==> config.mk <==
export PLATFORM = sky130hd
export DESIGN_NAME = dst_writeback_arbiter
export DESIGN_NICKNAME = d
export VERILOG_FILES = /design/src/rtl/dst_writeback_arbiter.sv
export SDC_FILE = /design/constraint.sdc
export NUM_CORES = 1
export LEC_CHECK = 0
export CAP_MARGIN = 20
export CORE_ASPECT_RATIO = 1.1
export CORE_MARGIN = 3
export CORE_UTILIZATION = 30
export CTS_CLUSTER_SIZE = 40
export DETAILED_ROUTE_END_ITERATION = 6
export DONT_BUFFER_PORTS = 1
export HOLD_SLACK_MARGIN = 0.12
export PLACE_DENSITY = 0.44
export SLEW_MARGIN = 5
export SYNTH_ARGS = -nofsm -noshare
export SYNTH_HDL_FRONTEND = slang
export SYNTH_SLANG_ARGS = --single-unit
==> constraint.sdc <==
create_clock -name clk -period 3.3 [get_ports clk]
set_input_delay 0.33 -clock clk [delete_from_list [all_inputs] [get_ports clk]]
set_output_delay 0.33 -clock clk [all_outputs]
set_load 0.005 [all_outputs]
==> src/rtl/dst_writeback_arbiter.sv <==
// ---------------------------------------------------------------------------
// dst_writeback_arbiter
//
// Round-robin write-back controller for the CPU register file. Four
// destination sources (mux inputs A..D: ALU, memory load, immediate, PC link)
// compete for the single register-file write port. The winner's mux select
// and destination address are latched, the mux is given one GRANT cycle to
// settle, then a one-cycle WRITE strobe and acknowledge are issued.
//
// Ports
//   clk            system clock, rising edge
//   rst_n          asynchronous active-low reset
//   req[3:0]       write requests, bit i = mux input i (0=A .. 3=D)
//   wb_reg_a..d    destination register of each requester (stable while req)
//   flush          cancels a grant that has not yet been written
//   dst_selection  destination mux select (registered)
//   wb_en          register-file write strobe (registered)
//   wb_addr        register-file write address (registered)
//   ack[3:0]       one-hot, one-cycle acknowledge, coincides with wb_en
//   busy           high while in GRANT or WRITE
//   wb_count       completed-write counter, wraps silently
// ---------------------------------------------------------------------------
module dst_writeback_arbiter #(
   parameter int ADDR_W = 3,
   parameter int CNT_W  = 16
) (
   input  logic              clk,
   input  logic              rst_n,
   input  logic [3:0]        req,
   input  logic [ADDR_W-1:0] wb_reg_a,
   input  logic [ADDR_W-1:0] wb_reg_b,
   input  logic [ADDR_W-1:0] wb_reg_c,
   input  logic [ADDR_W-1:0] wb_reg_d,
   input  logic              flush,
   output logic [1:0]        dst_selection,
   output logic              wb_en,
   output logic [ADDR_W-1:0] wb_addr,
   output logic [3:0]        ack,
   output logic              busy,
   output logic [CNT_W-1:0]  wb_count
);

   typedef enum logic [1:0] {
      IDLE  = 2'd0,
      GRANT = 2'd1,
      WRITE = 2'd2
   } state_t;

   state_t            state;
   logic [1:0]        ptr;

   logic [3:0]        elig;
   logic [1:0]        start;
   logic [2:0]        pick;
   logic              found;
   logic [1:0]        winner;
   logic [ADDR_W-1:0] winner_reg;

   // Returns {found, index} of the first set bit of elig at or after start,
   // wrapping modulo 4. The loop runs from the farthest offset down so the
   // nearest hit is the one that sticks.
   function automatic logic [2:0] rr_pick(input logic [3:0] e, input logic [1:0] s);
      logic [1:0] idx;
      rr_pick = 3'b000;
      for (int k = 3; k >= 0; k--) begin
         idx = s + 2'(k);
         if (e[idx]) rr_pick = {1'b1, idx};
      end
   endfunction

   // Arbitration is shared by IDLE and WRITE. In WRITE the requester being
   // served is masked (it may still show req this cycle) and the search
   // starts from the pointer value that this edge will install.
   // NOTE: every signal assigned in always_comb gets a default first, so no
   // path leaves it unassigned and no latch is inferred.
   always_comb begin
      elig  = req;
      start = ptr;
      if (state == WRITE) begin
         elig  = req & ~(4'b0001 << dst_selection);
         start = dst_selection + 2'd1;
      end
      pick   = rr_pick(elig, start);
      found  = pick[2];
      winner = pick[1:0];
      case (winner)
         2'd0:    winner_reg = wb_reg_a;
         2'd1:    winner_reg = wb_reg_b;
         2'd2:    winner_reg = wb_reg_c;
         default: winner_reg = wb_reg_d;
      endcase
   end

   assign busy = (state != IDLE);

   // NOTE: sequential state uses non-blocking assignments so every register
   // samples pre-edge values regardless of statement order.
   always_ff @(posedge clk or negedge rst_n) begin
      if (!rst_n) begin
         state         <= IDLE;
         ptr           <= 2'd0;
         dst_selection <= 2'd0;
         wb_en         <= 1'b0;
         wb_addr       <= '0;
         ack           <= 4'b0000;
         wb_count      <= '0;
      end else begin
         case (state)
            IDLE: begin
               if (found) begin
                  dst_selection <= winner;
                  wb_addr       <= winner_reg;
                  state         <= GRANT;
               end
            end
            GRANT: begin
               // A flushed grant leaves the pointer alone, so the same
               // requester wins again if it is still asking.
               if (flush) begin
                  state <= IDLE;
               end else begin
                  wb_en <= 1'b1;
                  ack   <= 4'b0001 << dst_selection;
                  state <= WRITE;
               end
            end
            WRITE: begin
               // The register file captures on this edge; flush has no
               // effect here so an in-flight write always completes.
               wb_en    <= 1'b0;
               ack      <= 4'b0000;
               wb_count <= wb_count + CNT_W'(1);
               ptr      <= dst_selection + 2'd1;
               if (found) begin
                  dst_selection <= winner;
                  wb_addr       <= winner_reg;
                  state         <= GRANT;
               end else begin
                  state <= IDLE;
               end
            end
            default: state <= IDLE;
         endcase
      end
   end

endmodule

# After elaboration in Yosys (flattened, before gate mapping)

Index checks and enable logic that the tools add are counted.

Flip-flop bits (word level): 30
Output and inout port bits: 27
Word-level logic and storage cells: 55
Input port bits: 19

Multiplexer cells: 23
Eq/ne operators: 6
Reductions and logical operators: 7
Bitwise logic cells: 2
Shifts and indexed selects: 1
Add/subtract/negate cells: 5
Magnitude comparators: 4

Operators by type and width:

| cell                                                        | count |
|---|---|
| adder 16 x 1 -> 16 bit (second input constant)              | 1 |
| less-than comparator 2 x 3 -> 1 bit (second input constant) | 4 |
| two-way mux 3 bit                                           | 4 |
| one-hot mux 3 bit (3 select lines)                          | 1 |
| binary-select mux 1 bit (select 2 bit)                      | 4 |
| two-way mux 4 bit                                           | 2 |
| one-hot mux 4 bit (2 select lines)                          | 1 |
| two-way mux 1 bit                                           | 6 |
| two-way mux 2 bit                                           | 3 |
| one-hot mux 2 bit (3 select lines)                          | 1 |
| adder 2 x 1 -> 2 bit (second input constant)                | 2 |
| adder 2 bit (second input constant)                         | 2 |
| AND 4 bit                                                   | 1 |
| equality test 2 x 1 -> 1 bit (second input constant)        | 2 |
| equality test 2 bit (second input constant)                 | 2 |
| logical NOT 2 bit                                           | 2 |
| inequality test 2 bit (second input constant)               | 2 |
| inverter 4 bit                                              | 1 |
| AND reduction 2 bit                                         | 2 |
| nonzero test 2 bit                                          | 2 |
| << shifter 1 x 2 -> 4 bit (first input constant)            | 1 |
| one-hot mux 1 bit (2 select lines)                          | 1 |
| OR reduction 2 bit                                          | 1 |

# Longest topological paths before layout

Word-level depth: 12
Mapped depth: 8
Depth with buffers taken out: 8

# Worst setup path after synthesis

No wires, ideal clock.

Path type: reg-to-reg
Start: register dst_selection[0]
End: register wb_addr[0]
Data required time: 3175 ps
Arrival time: 2157 ps
Stages on the path, launching flop included: 7
Setup slack: 1019 ps
Library setup time: 125 ps
Path buffers: 0
Clock period less this slack: 2281 ps
Path through: dfrtp_1 > inv_1 > ha_1 > mux2_2 > o211ai_4 > mux4_2 > mux2_2

Elaborated cells on any way between the ends: 26
Those cells by class: add/sub: 4; eq/ne: 2; shift: 1; mux: 15; bitwise: 2; reduce/logical: 2

RTL lines:

| element                                     | line | RTL |
|---|---|---|
| start: declaration                          | 35   | `output logic [1:0] dst_selection,` |
| start signal: assignment                    | 111  | `dst_selection <= winner;` |
| start signal: assignment                    | 135  | `dst_selection <= winner;` |
| adder 2 x 1 -> 2 bit (*)                    | 81   | `start = dst_selection + 2'd1;` |
| two-way mux 2 bit (*)                       | 79   | `if (state == WRITE) begin` |
| net start[1]                                | 53   | `logic [1:0] start;` |
| adder 2 bit                                 | 66   | `idx = s + 2'(k);` |
| binary-select mux 1 bit (select 2 bit)      | 67   | `if (e[idx]) rr_pick = {1'b1, idx};` |
| two-way mux 1 bit (implied by the code)     | 67   |  |
| two-way mux 3 bit (3 in a row)              | 67   |  |
| two-way mux 3 bit (*)                       | 67   |  |
| equality test 2 bit (tied with other cells) | 86   | `case (winner)` |
| one-hot mux 3 bit (3 select lines)          | 86   |  |
| end signal: assignment                      | 112  | `wb_addr <= winner_reg;` |
| end signal: assignment                      | 136  | `wb_addr <= winner_reg;` |
| end: declaration                            | 37   | `output logic [ADDR_W-1:0] wb_addr,` |

Mark *: on every way through the listed nets, which the timed path passes. The rest lies on a longest branch. The select of a mux whose other input is x is not followed.
A chain may end at the register's enable or synchronous reset.

# Worst setup path in the final report

Start: register state[1]
End: register wb_addr[1]

Cells in the longest elaborated chain, start to end: 11
Elaborated cells on any way between the ends: 25
Those cells by class: add/sub: 3; eq/ne: 3; mux: 15; reduce/logical: 4

Ends and longest elaborated chain:

| element                                     | line | RTL |
|---|---|---|
| start: declaration                          | 49   | `state_t state;` |
| start signal: assignment                    | 100  | `state <= IDLE;` |
| start signal: assignment                    | 113  | `state <= GRANT;` |
| start signal: assignment                    | 120  | `state <= IDLE;` |
| equality test 2 bit (*)                     | 79   |  |
| two-way mux 2 bit (*)                       | 79   |  |
| net start[1]                                | 53   |  |
| adder 2 bit                                 | 66   |  |
| binary-select mux 1 bit (select 2 bit)      | 67   |  |
| two-way mux 1 bit (implied by the code)     | 67   |  |
| two-way mux 3 bit (3 in a row)              | 67   |  |
| two-way mux 3 bit (*)                       | 67   |  |
| equality test 2 bit (tied with other cells) | 86   |  |
| one-hot mux 3 bit (3 select lines)          | 86   |  |

Marked as above.

==> qor.txt <==
Routed via count - 1,155
CTS tree - yes
Largest net degree at the start of global routing - 31
GRT overflow - 0
Total Neg Setup Slack - 0 ps
Vias per std cell - 4.96
Area grow syn2layout - 11.4%
Reg power frac - 0.415
Top cell type's share of synthesized area - 0.459
CTS Buffer Depth - 2
Synth Instances - 154
Site Rows - 27
Fin crit period - 2590 ps
CTS H-tree lvls - 2
Syn avg cell area - 10.6 um^2
Chip Height - 83.4 um
Core area - 0.00513 mm^2
Element type at the critical path end - flop
Layout cells sized above 1 - 0.155
Vias in the first global route - 1,252
Initial Utilization - 0.318
Combinational share of power - 0.375
Most frequent cells in the layout - dfrtp_1, nand2_1, nor2_1
DRT iter0 DRCs - 15
Crit path to - wb_addr[1]$_DFFE_PN0P_
Status - finished clean
R2r endpoint - wb_addr[1]$_DFFE_PN0P_
Int Pwr - 0.912 mW
Switching power - 0.557 mW
Power share of the clock group - 0.210
WP data required - 3470 ps
Residual DRC - 0
Total CTS buffers - 5
Synth Net Count - 178
Normalized max-slew margin - 0.736
Clock skew - 8.24 ps
TritonRoute pass-1 iters - 4
Postcts setup bufs - 0
Slew Viols, Final - 0
GP Congestion - 0.846
GRT Total Usage - 0.124
Placed instance area - 0.00169 mm^2
Synth top area cells - dfrtp_1, xnor2_1, nand2_1, mux4_2, ha_1
Yosys top cell by area - dfrtp_1
Startpoint types - flop
Die Footprint - 0.00637 mm^2
Main synth FF type - dfrtp_1
Final Hold Fails - 0
FF+latch count, synth - 30
Reg2Reg Setup Slack - 710 ps
Post-DP HPWL - 2740 um
Synth unique cells - 36
Worst reg-to-reg path cell count - 5
Post-synth ARST share - 1.00
Final nets - 184
Cell area after layout - 0.00182 mm^2
Post-Route WL - 3560 um
Synth Cell Area - 0.00164 mm^2
Antenna Cells - 0
Unrepaired setup endpoints after global routing - false
Global-route wire length before repair - 6180 um
Worst-Margin Slew - 395 ps
Clock transition at the registers of the reported paths - 70 ps
Wire per inst - 15.3 um
Worst R2R Start - state[1]$_DFFE_PN0P_
Sequential cell area fraction in the yosys report - 0.459
Peak Freq - 386 MHz
Worst-Skew Late Latency - 280 ps
Leading cell type in the layout, fill and taps excluded - dfrtp_1
EDFF count, synth - 0
IO Count - 46
Setup violators final - 0
CTS sink count - 30
CP Class - flop to flop
Worst min path class - primary input to flop
# port buffers - 0
Root Driver - clkbuf_8
Pleak - 0.784 nW
Final Cycle Share - 0.786
Crit-path max FO - 13
Switch share - 0.379
Die X - 76.4 um
Arr. time, crit path - 2770 ps
Max IR drop VDD - 0.398 mV
Yosys warnings - 0
Initial antenna violation count - 0
Final ANT Viol Nets - 0
Max cap viols - 0
CP startpoint - state[1]$_DFFE_PN0P_
PD cells - 807 mW/mm^2
[cell usage after synthesis, types with 3 or more instances]
cell      count
inv_1         7
nor2_1       11
nor3_1        3
buf_6         3
dfrtp_1      30
and3_1        5
mux2_2        4
xnor2_1      10
nand3_1       3
ha_1          5
nand4_1       3
o21ai_0      10
nand2b_1      4
xor2_1        5
mux4_2        3
a21oi_1       4
nand2_1      22
[kinds of logic (layout without fill, tap and decap cells)]
kind of cell,after synthesis,after routing,synth area share
buffers and inverters,11,18,0.0398
muxes,8,8,0.0750
DFF,30,30,0.459
xor gates and xnor gates,15,15,0.0803
AOI/OAI and AO/OA,29,29,0.138
and+or+nand+nor,56,56,0.170
adders and majority gates,5,5,0.0383
[area by class of cell]
cell class | instances | area [um^2]
fill | 527 | 3310
timing repair buffer | 3 | 40.0
sequential | 30 | 751
multi-input combinational | 113 | 820
clock inverter | 2 | 12.5
inverter | 7 | 26.3
clock buffer | 6 | 82.6
tap | 72 | 90.1
[sequential cells by signal, indices dropped and copies added, names as in the netlist]
register and cells:
state 2, ack 4, wb_count 16, ptr 2
dst_selection 2, wb_addr 3, wb_en 1
[metrics by stage]
step                 util  total power [mW]  std cells  hold slack (ps)  worst slack, ps
CTS                 0.355              1.49        233              270              697
detailed placement  0.328              1.17        222             35.3              706
global placement    0.328              1.15        222             35.6              776
floorplan               -              1.07        154             34.4             1020
finish              0.355              1.47        233              283              707
global route        0.355              1.60        233              286              542
[critical path: stages (launching register included)]
cell and delay [ps]:
dfrtp_1 580, nor2b_4 370, mux2_2 450, o211ai_4 280
mux4_2 540, mux2_2 270
[what timing repair did]
action | 4_1_cts | 5_1_grt
resized for setup | 0 | 0
hold buffers | 3 | 0
hold endpoints to repair | 31 | 0
[worst min path at each step]
stage,from,to,slack [ps],depth (start not counted)
floorplan,rst_n,ack[0]$_DFFE_PN0P_,30,0
detailed placement,rst_n,wb_count[4]$_DFFE_PN0N_,40,0
global route,flush,ack[0]$_DFFE_PN0P_,290,3
global placement,rst_n,wb_count[6]$_DFFE_PN0N_,40,0
finish,flush,ack[3]$_DFFE_PN0P_,280,3
CTS,flush,ack[3]$_DFFE_PN0P_,270,3
[power by group through the flow]
stage	Sequential, mW	Combinational, mW	Clock, mW
2_1_floorplan	0.561	0.508	0
3_3_place_gp	0.617	0.533	0
3_5_place_dp	0.621	0.546	0
4_1_cts	0.614	0.560	0.320
5_1_grt	0.633	0.624	0.344
6_report	0.610	0.551	0.309
[layer usage]
layer  global-route usage  wire, um  up-vias
met5                    0         0        -
met4               0.0659        78        0
met2                0.211      1810       48
met3               0.0618       293        8
met1                0.122      1370      556
li1                     -         -      543
No activity file was read; power rests on OpenSTA's default activity.
